<file path="src/rtl/teknofest_ram_arbiter.sv">
// Purpose: arbitrates an instruction-fetch port and a load/store port onto one single-port RAM.
// Latency: grant is combinational with req; rvalid/rdata follow exactly one cycle after the grant.
// Backpressure: no grants during reset or while prog_busy_i; a losing requester holds req until granted.
// Option: define TEKNOFEST_ARB_ROUND_ROBIN_EN for round-robin on conflict (default: data wins).
module teknofest_ram_arbiter #(
  parameter int ADDR_W    = 17,
  parameter int RAM_DEPTH = 131072
) (
  input  logic              clk_i,
  input  logic              rst_ni,
  input  logic              prog_busy_i,
  // instruction fetch port
  input  logic              ins_req_i,
  input  logic [ADDR_W-1:0] ins_addr_i,
  output logic              ins_gnt_o,
  output logic              ins_rvalid_o,
  output logic [31:0]       ins_rdata_o,
  // load/store port
  input  logic              dat_req_i,
  input  logic              dat_we_i,
  input  logic [ADDR_W-1:0] dat_addr_i,
  input  logic [31:0]       dat_wdata_i,
  input  logic [3:0]        dat_wstrb_i,
  output logic              dat_gnt_o,
  output logic              dat_rvalid_o,
  output logic [31:0]       dat_rdata_o,
  output logic              dat_err_o,
  // single-port RAM, 1-cycle read latency
  output logic              ram_rd_en_o,
  output logic [ADDR_W-1:0] ram_rd_addr_o,
  output logic [ADDR_W-1:0] ram_wr_addr_o,
  output logic [31:0]       ram_wr_data_o,
  output logic [3:0]        ram_wr_strb_o,
  input  logic [31:0]       ram_rd_data_i
);

  // Who the RAM response in the next cycle belongs to.
  typedef enum logic [2:0] {
    OWN_NONE,
    OWN_INS,
    OWN_DAT_RD,
    OWN_DAT_WR,
    OWN_DAT_ERR
  } owner_e;

  // One bit wider than the address so a depth equal to 2**ADDR_W never matches.
  localparam logic [ADDR_W:0] DEPTH_LIM = (ADDR_W+1)'(RAM_DEPTH);

  owner_e owner_q, owner_d;
  logic   ins_gnt, dat_gnt;
  logic   dat_addr_bad;
  logic   dat_wr_go;

`ifdef TEKNOFEST_ARB_ROUND_ROBIN_EN
  // 1 when the data port received the most recent grant.
  logic last_dat_q, last_dat_d;
`endif

  // Registered response owner (and last-grant memory when round-robin is built in).
  always_ff @(posedge clk_i) begin
    if (!rst_ni) begin
      owner_q <= OWN_NONE;
`ifdef TEKNOFEST_ARB_ROUND_ROBIN_EN
      last_dat_q <= 1'b0;
`endif
    end else begin
      owner_q <= owner_d;
`ifdef TEKNOFEST_ARB_ROUND_ROBIN_EN
      last_dat_q <= last_dat_d;
`endif
    end
  end

  // Grant selection, next owner, RAM command and response outputs.
  always_comb begin
    ins_gnt       = 1'b0;
    dat_gnt       = 1'b0;
    owner_d       = OWN_NONE;
    dat_addr_bad  = ({1'b0, dat_addr_i} >= DEPTH_LIM);
    dat_wr_go     = 1'b0;
    ram_rd_en_o   = 1'b0;
    ram_rd_addr_o = ins_addr_i;
    ram_wr_addr_o = '0;
    ram_wr_data_o = '0;
    ram_wr_strb_o = 4'b0000;
`ifdef TEKNOFEST_ARB_ROUND_ROBIN_EN
    last_dat_d    = last_dat_q;
`endif

    // Nothing is granted while the programmer owns the RAM or reset is held.
    if (rst_ni && !prog_busy_i) begin
      if (ins_req_i && dat_req_i) begin
`ifdef TEKNOFEST_ARB_ROUND_ROBIN_EN
        if (last_dat_q) begin
          ins_gnt = 1'b1;
        end else begin
          dat_gnt = 1'b1;
        end
`else
        dat_gnt = 1'b1;
`endif
      end else begin
        ins_gnt = ins_req_i;
        dat_gnt = dat_req_i;
      end
    end

    if (ins_gnt) begin
      owner_d       = OWN_INS;
      ram_rd_en_o   = 1'b1;
      ram_rd_addr_o = ins_addr_i;
`ifdef TEKNOFEST_ARB_ROUND_ROBIN_EN
      last_dat_d    = 1'b0;
`endif
    end else if (dat_gnt) begin
`ifdef TEKNOFEST_ARB_ROUND_ROBIN_EN
      last_dat_d = 1'b1;
`endif
      // Out-of-range data accesses are granted but never reach the RAM.
      if (dat_addr_bad) begin
        owner_d = OWN_DAT_ERR;
      end else if (dat_we_i) begin
        owner_d   = OWN_DAT_WR;
        dat_wr_go = 1'b1;
      end else begin
        owner_d       = OWN_DAT_RD;
        ram_rd_en_o   = 1'b1;
        ram_rd_addr_o = dat_addr_i;
      end
    end

    if (dat_wr_go) begin
      ram_wr_addr_o = dat_addr_i;
      ram_wr_data_o = dat_wdata_i;
      ram_wr_strb_o = dat_wstrb_i;
    end

    ins_gnt_o = ins_gnt;
    dat_gnt_o = dat_gnt;

    // Responses are masked while reset is held so an in-flight access is dropped silently.
    ins_rvalid_o = rst_ni && (owner_q == OWN_INS);
    dat_rvalid_o = rst_ni && ((owner_q == OWN_DAT_RD) || (owner_q == OWN_DAT_WR) ||
                              (owner_q == OWN_DAT_ERR));
    dat_err_o    = rst_ni && (owner_q == OWN_DAT_ERR);
    ins_rdata_o  = (rst_ni && (owner_q == OWN_INS))    ? ram_rd_data_i : 32'h0;
    dat_rdata_o  = (rst_ni && (owner_q == OWN_DAT_RD)) ? ram_rd_data_i : 32'h0;
  end

endmodule

</file>
<file path="config.mk">
export PLATFORM = sky130hd
export DESIGN_NAME = teknofest_ram_arbiter
export DESIGN_NICKNAME = d
export VERILOG_FILES = /design/src/rtl/teknofest_ram_arbiter.sv
export SDC_FILE = /design/constraint.sdc
export NUM_CORES = 1
export LEC_CHECK = 0
export ABC_AREA = 1
export ABC_CLOCK_PERIOD_IN_PS = 1100
export CAP_MARGIN = 20
export CELL_PAD_IN_SITES_DETAIL_PLACEMENT = 0
export CELL_PAD_IN_SITES_GLOBAL_PLACEMENT = 1
export CORE_MARGIN = 8
export CORE_UTILIZATION = 11
export CTS_BUF_LIST = sky130_fd_sc_hd__clkbuf_8
export DETAILED_ROUTE_END_ITERATION = 7
export GPL_TIMING_DRIVEN = 0
export PLACE_DENSITY_LB_ADDON = 0.1
export SETUP_SLACK_MARGIN = 0.2
export SYNTH_ARGS = -nofsm -noshare
export SYNTH_HDL_FRONTEND = slang
export SYNTH_SLANG_ARGS = --single-unit
</file>
<file path="constraint.sdc">
create_clock -name clk_i -period 1.1 [get_ports clk_i]
set_input_delay 0.11 -clock clk_i [delete_from_list [all_inputs] [get_ports clk_i]]
set_output_delay 0.11 -clock clk_i [all_outputs]
set_load 0.01 [all_outputs]
</file>
==> Word level (Yosys, flattened, before mapping) <==
Cells that the tools add are included.
{ "totals": {"register_bits": 3, "in_bits": 108, "output_inout_bits": 140, "word_cells": 39} }
{ "op_classes": {"n_eq_ne": 4, "muxes": 21, "n_bitwise": 2, "n_reduce_logical": 10} }
{ "op_table": {"columns": ["op", "n"], "rows": [
  ["$mux 32", 3],
  ["$mux 17", 4],
  ["$mux 1", 13],
  ["$eq 3x2->1 const B", 2],
  ["$logic_and 1x1->1", 6],
  ["$mux 4", 1],
  ["$eq 3x1->1 const B", 1],
  ["$eq 3x3->1 const B", 1],
  ["$reduce_or 3->1", 1],
  ["$logic_or 1x1->1", 2],
  ["$not 1->1", 2],
  ["$logic_not 1->1", 1]
]} }

==> Longest topological paths before layout <==
Gate-level depths: netlist of the first run.
{ "logic_depth": {"word_depth": 6, "mapped_depth": 7, "depth_no_buf": 5} }

==> Least setup slack after synthesis of the first run <==
No wires, ideal clock.
{ "synth_timing": {"path_type": "register to output", "startpoint": "register owner_q[1]", "endpoint": "output port dat_rdata_o[10]", "arrival_ns": 0.854, "required_ns": 0.990, "slack_ns": 0.136, "stages_incl_launch_ff": 6, "path_buffers": 1, "path_cell_list": "dfxtp_1 -> nand2_1 -> inv_2 -> nand2_2 -> buf_6 -> nor2_1"} }
{ "synth_via": {"elab_chain_len": 3} }
{ "synth_lines": {"columns": ["element", "line_no", "text"], "rows": [
  ["from (decl)", "49", "owner_e owner_q, owner_d;"],
  ["from (signal assigned)", "67", "owner_q <= owner_d;"],
  ["$eq 3x2->1", "147", "dat_rdata_o = (rst_ni && (owner_q == OWN_DAT_RD)) ? ram_rd_data_i : 32'h0;"],
  ["$logic_and 1x1->1", "147", null],
  ["$mux 32", "147", null],
  ["to (decl)", "26", "output logic [31:0] dat_rdata_o,"]
]} }
Every way passes these cells.

==> Worst setup path after layout of the first run <==
{ "layout_timing": {"startpoint": "register owner_q[1]", "endpoint": "output port dat_rdata_o[22]"} }
The elaborated chain is that of the path after synthesis.

==> results of run 1 <==
kinds of logic (layout without fill, tap and decap cells):
logic type	after synthesis	count (layout)	synth area share (%)
buffers and inverters	111	405	35.5
flip-flops	2	2	2.60
AND/OR/NAND/NOR	232	232	61.6
other	1	1	0.244
metal layers:
layer	up-vias	GRT usage (%)	routed length, µm
met5	-	0	10
met4	2	2.43	63
met3	4	4.56	1260
met2	136	21.1	6050
met1	1301	12.2	4150
li1	1527	-	-
per-stage QoR:
stage	TNS [ns]	total power [µW]
3_3_place_gp	-83.08	1210
3_5_place_dp	-82.41	1210
6_report	-15.09	1800
5_1_grt	-23.37	1940
2_1_floorplan	0	497
4_1_cts	-17.79	1640
area by class of cell:
class / count / area share, %
buffer: 18 / 4.89
clock buffer: 3 / 0.768
inverter: 93 / 6.61
multi-input combinational: 233 / 29.4
sequential: 2 / 0.791
tap: 180 / 4.19
timing repair buffer: 291 / 53.3
synth_stat cells:
library cell  number
nor2_2             9
buf_12             1
nor2_1           110
nand4_4            1
inv_2              3
inv_1             90
nor2_8             1
dfxtp_1            2
nand2_2            2
nand3_2            1
buf_2              1
nand4_1            1
nand2_1          106
buf_4              2
nand2_4            1
conb_1             1
buf_6             14
worst min-delay path by stage:
stage / slack [ns] / from / cells after the start / end
6_report: 0.22 / rst_ni / 3 / owner_q[1]
5_1_grt: 0.22 / rst_ni / 3 / owner_q[1]
4_1_cts: 0.20 / rst_ni / 3 / owner_q[1]
3_5_place_dp: 0.42 / rst_ni / 3 / owner_q[1]
3_3_place_gp: 0.42 / rst_ni / 3 / owner_q[1]
2_1_floorplan: 0.27 / dat_req_i / 2 / owner_q[1]
timing repair:
action | CTS | global route
buffers inserted | 35 | 3
resized for setup | 635 | 194
cloned | 6 | 3
setup endpoints to repair | 140 | 140
pin swaps | 16 | 21
hold buffers | 0 | 0
worst max-delay path, delay by kind of cell, from the launching register on:
kind,cells,cell delay (ns)
buf+inv,4,0.44
simple gates,3,0.23
flops,1,0.35
power breakdown:
group          leakage [µW]  switching, µW  internal (µW)
Combinational       0.00292            621            807
Sequential        0.0000172           5.36           77.3
Clock             0.0000216           57.7            231
Total               0.00295            684           1120
==> results.yml, run 1 <==
placement:
  place.gp.congestion: 0.706
  hpwl_um: 8790
  portBuffers: 244
  post-place-ws_ns: -0.877
  placed_cell_area_um2: 4340
  placed_cells: 770
detailed_routing:
  drc: 0
  drt_first_pass_iters: 4
  viasPerCell: 3.62
  first_iter_violations: 41
  drt_wl_total_um: 11500
  ant_nets: 0
  wl_per_cell_um: 14.1
  vias: 2970
worst_setup_path:
  criticalPathCategory: "reg -> out"
  cpMaxStageDelayCell: "dfxtp_2"
  cp.required_ns: 0.99
  worstPathCellList: "nand2_2 -> inv_4 -> nand2_8 -> buf_12 -> buf_6 -> nor2_4 -> buf_6"
  endpoint_kind: "primary output"
  cp_common_cell: "buf_6"
  worstPathMaxFanout: 5
  cp_slowest_stage_delay_ns: 0.35
  critPathLaunchType: "flip-flop"
  crit_path_start: "owner_q[1]"
  cp-endpoint: "dat_rdata_o[22]"
  cp.arrival_ns: 1.22
clocking:
  clock_sinks: 2
  path_clk_slew_ns: 0.03
  cts_tree: "yes"
  cts_buffer_depth: 2
  cts_root_buf: "clkbuf_8"
  htreeDepth: 1
  cts_buffers: 3
sta:
  fin_hold_ws_ns: 0.219
  hold_viol: 0
  setup_viol: 130
  period_share_pct: 121
  max_freq_mhz: 753
  maxSlewViolCount: 0
  layout_setup_ws_ns: -0.227
  rsz0062_at_grt: "true"
  period_minus_slack_ns: 1.33
yosys:
  yosysWarnings: 0
  synth_nets: 454
  yosysSeqAreaShare_pct: 2.60
  ys_seq_elements: 2
  netlist_area_um2: 1540
  synth_cells: 346
  avgSynthCellArea_um2: 4.45
  synth.largest_area_cell: "nor2_1"
  synth.distinct_cells: 17
  synthTopCellsByArea: "nor2_1 27%, nand2_1 26%, inv_1 22%, buf_6 10%, nor2_2 3.7%"
  yosysTopAreaCellShare_pct: 26.8
global_routing:
  grt_pass1_vias: 2939
  grtUsageTotal_pct: 11.6
  antenna_found_initial: 1
  grt_pass1_wl_um: 16800
  overflow: 0
  grt_start_max_net_pins: 11
final_layout:
  drive_above_1_share_pct: 54.2
  n_antenna_cell: 0
  seq_area_um2: 42.5
  layout_common_cells: "102 x clkdlybuf4s50_1, 92 x buf_6, 88 x inv_1"
  instances_no_fill: 820
  registers.top_by_ff_count: "owner_q"
  nNetsFinal: 750
  utilization_pct: 39.0
  area_growth_pct: 249
  final_cell_area_um2: 5380
  reg_top3: "owner_q x2"
  layout.cells.most_common: "clkdlybuf4s50_1"
  largest_reg_flops: 2
  multi_input_area_um2: 1580
  fillers: 1515
floorplanning:
  dieArea_um2: 18000
  coreArea_um2: 13800
  initial_utilization_pct: 11.2
  ios: 248
  die_w_um: 134
  die_h_um: 134
  fp-row-count: 43
run_status:
  status: "finished, violations left"
  violations: "setup timing"
power:
  p_leak_uw: 0.00295
  ir_drop_v: 0.000231
  powerDensity_nw_per_um2: 335
flow_run:
  drv_cap: 0
worst_hold_path:
  holdCritPathClass: "in -> reg"
Note: power is estimated with default switching activity, not from simulation.
==> run 2, diff against run 1 <==
--- a/config.mk
+++ b/config.mk
@@ -6,12 +6,12 @@
 export NUM_CORES = 1
 export LEC_CHECK = 0
 export ABC_AREA = 1
-export ABC_CLOCK_PERIOD_IN_PS = 1100
+export ABC_CLOCK_PERIOD_IN_PS = 1700
 export CAP_MARGIN = 20
 export CELL_PAD_IN_SITES_DETAIL_PLACEMENT = 0
 export CELL_PAD_IN_SITES_GLOBAL_PLACEMENT = 1
 export CORE_MARGIN = 8
-export CORE_UTILIZATION = 11
+export CORE_UTILIZATION = 12
 export CTS_BUF_LIST = sky130_fd_sc_hd__clkbuf_8
 export DETAILED_ROUTE_END_ITERATION = 7
 export GPL_TIMING_DRIVEN = 0
==> constraint.sdc (replaced) <==
create_clock -name clk_i -period 1.7 [get_ports clk_i]
set_input_delay 0.17 -clock clk_i [delete_from_list [all_inputs] [get_ports clk_i]]
set_output_delay 0.17 -clock clk_i [all_outputs]
set_load 0.01 [all_outputs]
==> run 2 against run 1 <==
First-iteration DRC count up 2.4%. Non-clock buffer count down 31. The flow now finishes without violations. Sequential power down 38%. Global-route usage up 0.48 points. Highest routed layer is now met4. Via count down 7.2%. Critical endpoint is now ins_rdata_o[24]. Sequential share of layout area up 0.19 points.
==> results.yml, run 2 (same netlist as run 1, synthesis figures left out) <==
power:
  p_total_uw: 919
  powerDensity_nw_per_um2: 225
  p_leak_uw: 0.00254
  ir_drop_v: 0.000118
sta:
  maxSlewViolCount: 0
  max_freq_mhz: 704
  layout_setup_ws_ns: 0.279
  period_minus_slack_ns: 1.42
  setup_viol: 0
  hold_viol: 0
  rsz0062_at_grt: "true"
  period_share_pct: 83.6
global_routing:
  overflow: 0
  grt_pass1_vias: 2830
  grt_start_max_net_pins: 12
  grtUsageTotal_pct: 12.0
  grt_pass1_wl_um: 15700
  antenna_found_initial: 0
clocking:
  cts_buffer_depth: 2
  path_clk_slew_ns: 0.03
  hold_buffers: 0
  clock_sinks: 2
  cts_root_buf: "clkbuf_8"
  htreeDepth: 1
  cts_tree: "yes"
  cts_buffers: 3
final_layout:
  fillers: 1477
  n_antenna_cell: 0
  reg_top3: "owner_q x2"
  largest_reg_flops: 2
  nNetsFinal: 720
  instances_no_fill: 782
  registers.top_by_ff_count: "owner_q"
  layout_common_cells: "106 x nand2_1, 104 x nor2_1, 104 x clkdlybuf4s50_1"
  drive_above_1_share_pct: 24.1
  utilization_pct: 32.6
  layout.cells.most_common: "nand2_1"
  area_growth_pct: 166
  final_cell_area_um2: 4090
worst_hold_path:
  hold_depth: 3
  hold_end: "owner_q[1]"
  holdCritPathClass: "in -> reg"
  worstHoldStart: "rst_ni"
placement:
  post-place-ws_ns: -0.411
  place.gp.congestion: 0.797
  hpwl_um: 9320
  placed_cell_area_um2: 4200
  placed_cells: 762
  portBuffers: 244
flow_run:
  drv_cap: 0
floorplanning:
  initial_utilization_pct: 12.2
  die_h_um: 129
  fp-row-count: 41
  dieArea_um2: 16700
  coreArea_um2: 12600
  die_w_um: 129
  ios: 248
detailed_routing:
  first_iter_violations: 42
  viasPerCell: 3.53
  drt_wl_total_um: 10900
  wl_per_cell_um: 14.0
  ant_nets: 0
  drt_first_pass_iters: 4
  vias: 2757
  drc: 0
worst_setup_path:
  endpoint_kind: "primary output"
  cp_slowest_stage_delay_ns: 0.30
  criticalPathCategory: "reg -> out"
  crit_family: "buffers and inverters"
  critPathBufInv: 2
  worstPathMaxFanout: 10
  cp.arrival_ns: 1.25
  cpMaxStageDelayCell: "dfxtp_1"
  critPathLaunchType: "flip-flop"
  cp.required_ns: 1.53
  worstPathCellList: "nor2_2 -> nand2_4 -> buf_6 -> nor2_1 -> dlygate4sd2_1"
run_status:
  status: "finished clean"
[run 2: what timing repair did]
action / in CTS / in global routing
setup endpoints to repair: 138 / 112
pin swaps: 3 / 2
setup buffers: 12 / 1
resized for setup: 312 / 104
cloned: 4 / 0
[run 2: tightest hold or removal path: cells and delay by family]
kind | cells | cell delay [ns]
and+or+nand+nor | 2 | 0.13
buffers and inverters | 1 | 0.12
[run 2: worst max-delay path by stage]
stage / start / endpoint / slack, ns / depth (start not counted)
floorplan: prog_busy_i / ram_wr_data_o[0] / 0.66 / 4
global placement: prog_busy_i / ram_wr_addr_o[11] / -0.41 / 6
detailed placement: dat_req_i / ram_wr_strb_o[2] / -0.41 / 5
CTS: prog_busy_i / ram_wr_addr_o[10] / 0.15 / 8
global route: prog_busy_i / ram_wr_data_o[28] / 0.20 / 8
finish: owner_q[1] / ins_rdata_o[24] / 0.28 / 5
[run 2: cell type report]
type | count | area [µm²] | share of cell area [%]
well taps | 172 | 215 | 5.26
multi-input cells | 234 | 1000 | 24.5
clock buffers | 3 | 41.3 | 1.01
plain buffers | 18 | 209 | 5.11
repair buffers | 260 | 2230 | 54.6
flip-flops and latches | 2 | 40.0 | 0.979
inverters | 93 | 349 | 8.53
[run 2: metal layers]
layer | track usage [%] | wire [µm] | vias to the layer above
met5 | 0 | 0 | -
met4 | 3.25 | 159 | 0
met3 | 3.90 | 1270 | 8
met2 | 23.0 | 5490 | 145
met1 | 12.2 | 4010 | 1133
li1 | - | - | 1471
[run 2: through the flow]
step                      hold WS (ns)  setup TNS (ns)
after floorplan                  0.335               0
after global placement           0.483          -25.33
after detailed placement         0.487          -25.41
after CTS                        0.275               0
after global routing             0.297               0
final                            0.276               0
[run 2: power by group]
group / internal [µW] / switching, µW
Sequential: 49.6 / 1.68
Clock: 149 / 35.0
Combinational: 392 / 291
Total: 592 / 328
